`config.mk`:
```
export PLATFORM = sky130hd
export DESIGN_NAME = tt_um_b14_seq_divider
export DESIGN_NICKNAME = d
export VERILOG_FILES = /design/src/rtl/tt_b14_pkg.sv /design/src/rtl/tt_um_b14_seq_divider_div_step.sv /design/src/rtl/tt_um_b14_seq_divider.sv
export SDC_FILE = /design/constraint.sdc
export NUM_CORES = 1
export LEC_CHECK = 0
export ABC_AREA = 1
export BUFFER_PORTS_ARGS = -buffer_cell sky130_fd_sc_hd__buf_2
export CELL_PAD_IN_SITES_DETAIL_PLACEMENT = 1
export CELL_PAD_IN_SITES_GLOBAL_PLACEMENT = 1
export CORE_MARGIN = 10
export CORE_UTILIZATION = 38
export CTS_CLUSTER_SIZE = 28
export DETAILED_ROUTE_END_ITERATION = 10
export PLACE_DENSITY = 0.9
export SYNTH_ARGS = -nofsm -noshare
export SYNTH_HDL_FRONTEND = slang
export SYNTH_HIERARCHICAL = 1
export SYNTH_SLANG_ARGS = --single-unit
```
`constraint.sdc`:
```
create_clock -name clk -period 2.3 [get_ports clk]
set_input_delay 0.115 -clock clk [delete_from_list [all_inputs] [get_ports clk]]
set_output_delay 0.115 -clock clk [all_outputs]
set_load 0.05 [all_outputs]
```
`src/rtl/tt_b14_pkg.sv`:
```
// Shared types and constants for the sequential restoring divider.
package tt_b14_pkg;
  localparam int N     = 4;           // divisor / quotient / remainder width
  localparam int DIV_W = 2 * N;       // dividend width
  localparam int IDX_W = $clog2(N);   // bit counter width

  // uio pin indices
  localparam int START_BIT = 4;
  localparam int ERR_BIT   = 5;
  localparam int DONE_BIT  = 6;
  localparam int BUSY_BIT  = 7;

  typedef enum logic [1:0] {
    IDLE = 2'd0,
    RUN  = 2'd1,
    DONE = 2'd2
  } state_t;
endpackage

```
`src/rtl/tt_um_b14_seq_divider_div_step.sv`:
```
// One restoring-division step: shift in the next dividend bit, trial subtract.
module div_step
  import tt_b14_pkg::*;
(
  input  logic [N:0]   r,
  input  logic         bit_in,
  input  logic [N-1:0] d,
  output logic [N:0]   r_next,
  output logic         q_bit
);
  logic [N:0] t;
  // r[N] is always 0 between steps because the partial remainder stays below D.
  logic       unused_r;

  assign unused_r = r[N];
  assign t        = {r[N-1:0], bit_in};

  // Keep the difference when the trial subtract fits, otherwise restore.
  always_comb begin
    q_bit  = (t >= {1'b0, d});
    r_next = t;
    if (q_bit) r_next = t - {1'b0, d};
  end
endmodule

```
`src/rtl/tt_um_b14_seq_divider.sv`:
```
// Tiny Tapeout top: 8-bit / 4-bit unsigned restoring divider, one bit per clock.
module tt_um_b14_seq_divider
  import tt_b14_pkg::*;
(
  input  logic       clk,
  input  logic       rst_n,
  input  logic       ena,
  input  logic [7:0] ui_in,
  input  logic [7:0] uio_in,
  output logic [7:0] uo_out,
  output logic [7:0] uio_out,
  output logic [7:0] uio_oe
);
  state_t           state, state_nxt;
  logic             start_r, start_q, start_edge, accept;
  logic             div_zero, ovf;
  logic [N-1:0]     a_lo_q;   // low dividend bits still to be shifted in
  logic [N-1:0]     d_q;
  logic [N:0]       r_q;
  logic [N-1:0]     qw_q;     // quotient under construction
  logic [IDX_W-1:0] idx_q;
  logic [N-1:0]     quo_q, rem_q;
  logic             err_q;
  logic [N:0]       r_next;
  logic             q_bit;
  logic             unused;

  assign unused = &{ena, uio_in[7:5], 1'b0};

  // Edge is taken between two registered copies of the pin, so the pin never
  // feeds the FSM directly.
  assign start_edge = start_r & ~start_q;
  assign accept     = start_edge & (state != RUN);
  assign div_zero   = (uio_in[N-1:0] == '0);
  assign ovf        = (ui_in[DIV_W-1:N] >= uio_in[N-1:0]);

  div_step u_step (
    .r      (r_q),
    .bit_in (a_lo_q[idx_q]),
    .d      (d_q),
    .r_next (r_next),
    .q_bit  (q_bit)
  );

  // State register.
  always_ff @(posedge clk) begin
    if (!rst_n) state <= IDLE;
    else        state <= state_nxt;
  end

  // Next state: errors skip RUN; RUN ends after the step with idx == 0.
  always_comb begin
    state_nxt = state;
    case (state)
      IDLE, DONE: if (accept) state_nxt = (div_zero || ovf) ? DONE : RUN;
      RUN:        if (idx_q == '0) state_nxt = DONE;
      default:    state_nxt = IDLE;
    endcase
  end

  // Start sync, operand latch, per-step datapath and result registers.
  always_ff @(posedge clk) begin
    if (!rst_n) begin
      start_r <= 1'b0;
      start_q <= 1'b0;
      a_lo_q  <= '0;
      d_q     <= '0;
      r_q     <= '0;
      qw_q    <= '0;
      idx_q   <= '0;
      quo_q   <= '0;
      rem_q   <= '0;
      err_q   <= 1'b0;
    end else begin
      start_r <= uio_in[START_BIT];
      start_q <= start_r;
      if (accept) begin
        a_lo_q <= ui_in[N-1:0];
        d_q    <= uio_in[N-1:0];
        r_q    <= {1'b0, ui_in[DIV_W-1:N]};
        idx_q  <= IDX_W'(N - 1);
        qw_q   <= '0;
        err_q  <= 1'b0;
        if (div_zero) begin
          err_q <= 1'b1;
          quo_q <= '1;
          rem_q <= ui_in[N-1:0];
        end else if (ovf) begin
          err_q <= 1'b1;
          quo_q <= '1;
          rem_q <= '1;
        end
      end else if (state == RUN) begin
        r_q         <= r_next;
        qw_q[idx_q] <= q_bit;
        idx_q       <= idx_q - 1'b1;
        // Result only becomes visible on entry to DONE.
        if (idx_q == '0) begin
          quo_q <= {qw_q[N-1:1], q_bit};
          rem_q <= r_next[N-1:0];
        end
      end
    end
  end

  assign uo_out  = {rem_q, quo_q};
  assign uio_out = {(state == RUN), (state == DONE), err_q, 5'b0};
  assign uio_oe  = 8'b1110_0000;
endmodule

```
==> summary.md, run 1 <==
| Metric | Value |
|---|---|
| CTS Buffer Depth | 2 |
| CP endpoint kind | flop |
| Crit path launch type | flop |
| Fraction of layout cells with a size suffix above 1 | 0.2251 |
| Post-CTS Setup Bufs | 0 |
| Fill cells | 627 |
| CP Data Arrival Time | 2.31 ns |
| TritonCTS Buffers | 5 |
| Largest net degree at the start of global routing | 19 |
| Post-route non-filler standard cell count | 325 |
| Fin crit period | 2.125 ns |
| Port bufs | 25 |
| CTS clk-pin slew, worst paths | 0.07 ns |
| Global-route wire length before repair | 8.017 mm |
| CP max-delay cell | fa_1 |
| WL final | 4.726 mm |
| WHS | 0.01632 ns |
| Max-slew violations | 0 |
| Final Cycle Share | 0.9239 |
| # setup viols final | 0 |
| Status | finished, final reports clean |
| Synthesized area | 1805 µm² |
| CTS root buf | clkbuf_8 |
| H-Tree Depth | 2 |
| Cts hold-fix bufs | 0 |
| Starting Density | 0.3874 |
| Die Wd | 88.93 µm |
| Drt first pass iters | 4 |
| Final RePlAce weighted congestion | 0.9012 |
| Vias/cell | 4.929 |
| Power Density | 859.2 nW/µm² |
| Clock sink count | 30 |
| Antenna Cells | 0 |
| Post-Syn Instances | 245 |
| LEAKAGE | 1.052 nW |
| Crit Path Class | reg2reg |
| DRC | 0 |
| Final TNS setup | 0 ns |
| Syn Area/Cell | 7.369 µm² |
| Initial antenna violation count | 0 |
| Fin worst setup slack | 0.1750 ns |
| DIE HEIGHT | 88.93 µm |
| Worst Path Required | 2.49 ns |
| CP peak stage delay | 0.37 ns |
| Hold Violations, Final | 0 |
| Worst-Skew Late Latency | 0.29 ns |
| CORE AREA | 4661 µm² |
| DP Cell Count | 317 |
| Post-DP HPWL | 3.724 mm |
| Area growth syn-to-layout | 15.04% |
| Rows | 25 |
| CP most frequent cell | nand2_1 |
| Total global routing overflow | 0 |
| Max-Cap Viols | 0 |
| Gr usage total | 0.1280 |
| Synth Warn # | 6 |
| Routed wire per std cell | 14.54 µm |
| VDD IR max | 0.3810 mV |
| Die area | 7909 µm² |
| Number of global-route vias before repair | 1721 |
| Final nets | 302 |
| Max FO, Critical Path | 5 |
| Worst Path Buf+Inv | 2 |
| Place WS | 0.02381 ns |
| Final Cell Area | 2077 µm² |
| Skew final | 0.007431 ns |
| Placed Area | 1907 µm² |
| # IOs | 43 |
| HP Class | in2reg |
| Core Util, Final | 0.4456 |
| Vias | 1602 |
| Post-route ant nets | 0 |
| CTS tree | built |
| Starting DRT DRC Count | 41 |
| CP top delay family | adder cells |
| Total power | 1.785 mW |
| Max Clock Freq | 470.6 MHz |
| Sequence of cells on the critical path | inv_1 > nor2_1 > o22ai_2 > inv_1 > ha_4 > fa_1 > xnor2_1 > nand2_1 > nand2_1 > nand2_1 > nand2_1 > o21ai_2 > nor2_1 |
-- layout by cell type, fill, tap and decap left out, types with 2 or more instances in the layout --
master and n:
nand3_1 7, o21ai_0 19, nand2_2 3, nand2_1 49, o21ai_1 2, bufinv_16 2
o21a_1 4, buf_4 2, nand2_4 4, inv_1 31, dfxtp_2 2, ha_1 11
a221oi_1 4, dfxtp_1 28, inv_2 5, a21oi_1 17, a31oi_1 3, conb_1 13
buf_2 25, clkbuf_8 6, nor2_2 3, nor2_1 18, nor2_4 2
-- worst paths after layout --
| path | from | end | slack (ns) | cells past startpoint |
|---|---|---|---|---|
| max | idx_q[0] | rem_q[2] | 0.18 | 13 |
| min | uio_in[4] | start_r | 0.02 | 3 |
| max reg2reg | idx_q[0] | rem_q[2] | 0.18 | 13 |
| min reg2reg | start_r | start_q | 0.46 | 2 |
-- power by group --
group / total (mW) / switching [mW] / internal (mW)
clock: 0.677 / 0.215 / 0.462
sequential: 0.590 / 0.0289 / 0.561
combinational: 0.518 / 0.362 / 0.155
-- final cells by class --
| cell class | instances | area [µm²] | share of cell area |
|---|---|---|---|
| timing repair buffer | 27 | 140.1 | 0.06747 |
| tap | 54 | 67.56 | 0.03253 |
| multi-input combinational | 169 | 982.2 | 0.4729 |
| inverter | 37 | 141.4 | 0.06807 |
| clock inverter | 2 | 60.06 | 0.02892 |
| sequential | 30 | 603.1 | 0.2904 |
| clock buffer | 6 | 82.58 | 0.03976 |
-- registers in the layout, summed over array words and instances, names as in the netlist --
name     cells
a_lo_q       4
d_q          4
quo_q        4
r_q          4
rem_q        4
qw_q         3
idx_q        2
state        2
err_q        1
start_q      1
start_r      1
-- tightest hold or removal path, stage by stage --
cell,delay [ns]
buf_2,0.07
nand2_1,0.05
inv_1,0.04
-- layer usage --
metal  part of all wire  global-route usage
met5                  0                   0
met2               0.49              0.2254
met3              0.056             0.04193
met4              0.021             0.05202
met1               0.43              0.1381
-- what timing repair did --
item                                    CTS  global route
pin swaps                                 1             2
gates resized for setup                   1             9
endpoints found under the setup margin    1            10
Note: power is estimated with default switching activity, not from simulation.
==> inputs of run 2 (changes only) <==
- ABC_AREA: 1 -> 0
- CORE_UTILIZATION: 38 -> 39
==> summary.md, run 2 <==
| Metric | Value |
|---|---|
| Status | finished, final reports clean (unchanged) |
| Worst reg2reg endpoint | rem_q[2] (unchanged) |
| R2R depth | 9 (was 13) |
| Syn Area/Cell | 8.653 µm² (was 7.369 µm²) |
| Register area | 601.8 µm² (was 603.1 µm²) |
| CP Data Arrival Time | 2.44 ns (was 2.31 ns) |
| Starting Density | 0.4081 (was 0.3874) |
| HP Class | in2reg (unchanged) |
| Starting DRT DRC Count | 90 (was 41) |
| Clock sink count | 30 (unchanged) |
| CORE AREA | 4029 µm² (was 4661 µm²) |
| Post-DP HPWL | 3.483 mm (was 3.724 mm) |
| Final TNS setup | 0 ns (unchanged) |
| Hold Violations, Final | 0 (unchanged) |
| Total power | 1.578 mW (was 1.785 mW) |
| # setup viols final | 0 (unchanged) |
| Post-route ant nets | 0 (unchanged) |
| Final RePlAce weighted congestion | 0.8288 (was 0.9012) |
| WL final | 4.899 mm (was 4.726 mm) |
| Hold path startpoint | uio_in[4] (unchanged) |
| Vias | 1447 (was 1602) |
| CP endpoint kind | flop (unchanged) |
| Area growth syn-to-layout | 20.40% (was 15.04%) |
| Initial antenna violation count | 0 (unchanged) |
| DIE HEIGHT | 84.93 µm (was 88.93 µm) |
| Synthesized area | 1644 µm² (was 1805 µm²) |
| Gr usage total | 0.1346 (was 0.1280) |
| VDD IR max | 0.2931 mV (was 0.3810 mV) |
| H-Tree Depth | 2 (unchanged) |
| Final Cell Area | 1979 µm² (was 2077 µm²) |
| Die Wd | 84.93 µm (was 88.93 µm) |
| Total global routing overflow | 0 (unchanged) |
| Max Clock Freq | 442.6 MHz (was 470.6 MHz) |
| Antenna Cells | 0 (unchanged) |
| # IOs | 43 (unchanged) |
| Max-Cap Viols | 0 (unchanged) |
| Area used by multi-input combinational logic | 942.2 µm² (was 982.2 µm²) |
| Routed wire per std cell | 17.81 µm (was 14.54 µm) |
| Max FO, Critical Path | 3 (was 5) |
| Worst-Skew Late Latency | 0.29 ns (about the same) |
| Rows | 23 (was 25) |
| Endpoint, Worst Hold | start_r (unchanged) |
| Worst reg2reg setup slack | 0.04 ns (was 0.18 ns) |
| Final nets | 257 (was 302) |
| Vias/cell | 5.262 (was 4.929) |
| Commonest non-fill, non-tap cell in the layout | nand2_1 (unchanged) |
| Final Cycle Share | 0.9822 (was 0.9239) |
| Fraction of layout cells with a size suffix above 1 | 0.2756 (was 0.2251) |
| CTS root buf | clkbuf_8 (unchanged) |
| Crit path launch type | flop (unchanged) |
| Number of global-route vias before repair | 1588 (was 1721) |
| Worst Path Required | 2.48 ns (was 2.49 ns) |
| Slew Limit Headroom | 0.5335 |
| Max-slew violations | 0 (unchanged) |
| Drt first pass iters | 4 (unchanged) |
| Fill cells | 513 (was 627) |
| WHS | 0.03151 ns (was 0.01632 ns) |
| Cts hold-fix bufs | 0 (unchanged) |
| Port bufs | 25 (unchanged) |
| Die area | 7212 µm² (was 7909 µm²) |
| Placed Area | 1798 µm² (was 1907 µm²) |
| Power Density | 797.1 nW/µm² (was 859.2 nW/µm²) |
| Synth Warn # | 6 (unchanged) |
| Skew final | 0.009384 ns (was 0.007431 ns) |
| Hold Crit Depth | 2 (was 3) |
| LEAKAGE | 0.8689 nW (was 1.052 nW) |
| Most frequent cells in the layout | nand2_1 (34), dfxtp_1 (29), buf_2 (25) (was nand2_1 (49), inv_1 (31), dfxtp_1 (28)) |
| Post-Syn Instances | 190 (was 245) |
| CTS Buffer Depth | 2 (unchanged) |
| CTS tree | built (unchanged) |
| DRC | 0 (unchanged) |
| TritonCTS Buffers | 5 (unchanged) |
| Crit Path Class | reg2reg (unchanged) |
| Global-route wire length before repair | 7.921 mm (was 8.017 mm) |
| Worst Tran Pin Value | 0.6972 ns |
| Largest net degree at the start of global routing | 17 (was 19) |
| R2R Path Start | idx_q[0] (unchanged) |
| Unrepaired setup endpoints after global routing | true |
| CTS clk-pin slew, worst paths | 0.07 ns (about the same) |
| Fin crit period | 2.259 ns (was 2.125 ns) |
## run 2: cell types whose count changed in the layout (fill, tap and decap cells not counted), moves of 5 or more
cell | before | now
nand2_1 | 49 | 34
buf_4 | 2 | 11
o21ai_0 | 19 | 1
inv_1 | 31 | 13
nor2_1 | 18 | 13
## run 2: cell type report
class,count,area share
Timing Repair Buffer,36,0.1049
Tap cell,50,0.03161
Clock buffer,6,0.04172
Multi-Input combinational cell,138,0.4760
Sequential cell,30,0.3040
Clock inverter,1,0.01517
Inverter,14,0.02655
## run 2: how the worst max path moves through the flow
| stage | startpoint | to | slack, ns | cells after the start |
|---|---|---|---|---|
| after global placement | idx_q[0] | rem_q[2] | 0.01 | 9 |
| after CTS | idx_q[0] | rem_q[2] | 0.01 | 9 |
| final | idx_q[0] | rem_q[2] | 0.04 | 9 |
| after floorplan | idx_q[0] | rem_q[2] | 0.02 | 9 |
| after detailed placement | idx_q[0] | r_q[1] | -0.07 | 10 |
| after global routing | idx_q[0] | rem_q[2] | -0.03 | 9 |
## run 2: through the flow
stage / utilization / worst slack [ns] / std cells
2_1_floorplan: - / 0.02388 / 201
3_3_place_gp: 0.4463 / 0.01497 / 265
3_5_place_dp: 0.4463 / -0.07495 / 265
4_1_cts: 0.4857 / 0.01372 / 273
5_1_grt: 0.4913 / -0.03441 / 275
6_report: 0.4913 / 0.04085 / 275
## run 2: repair_timing
action	in CTS	in global routing
endpoints found under the setup margin	5	6
gates resized for setup	7	1
pin swaps	1	6
setup buffers	1	2
## run 2: power by group
part | switching [mW] | total (mW) | internal, mW | leakage (nW)
Sequential | 0.0215 | 0.577 | 0.556 | 0.246
Combinational | 0.295 | 0.454 | 0.160 | 0.566
Clock | 0.200 | 0.547 | 0.346 | 0.0573
Total | 0.516 | 1.58 | 1.06 | 0.869
## run 2: layer usage
layer / track usage / routed length, µm
met5: 0 / 0
met4: 0.06587 / 73
met3: 0.03824 / 195
met2: 0.2320 / 2545
met1: 0.1479 / 2085
## run 2: worst max-delay path: stages, from the launching register on
cell and delay (ns):
dfxtp_2 0.34, mux4_2 0.51, inv_2 0.09, ha_4 0.20, nand4_1 0.10, nand2_2 0.09, nor2_4 0.12, mux2_4 0.33
o221a_1 0.27, o21a_1 0.10
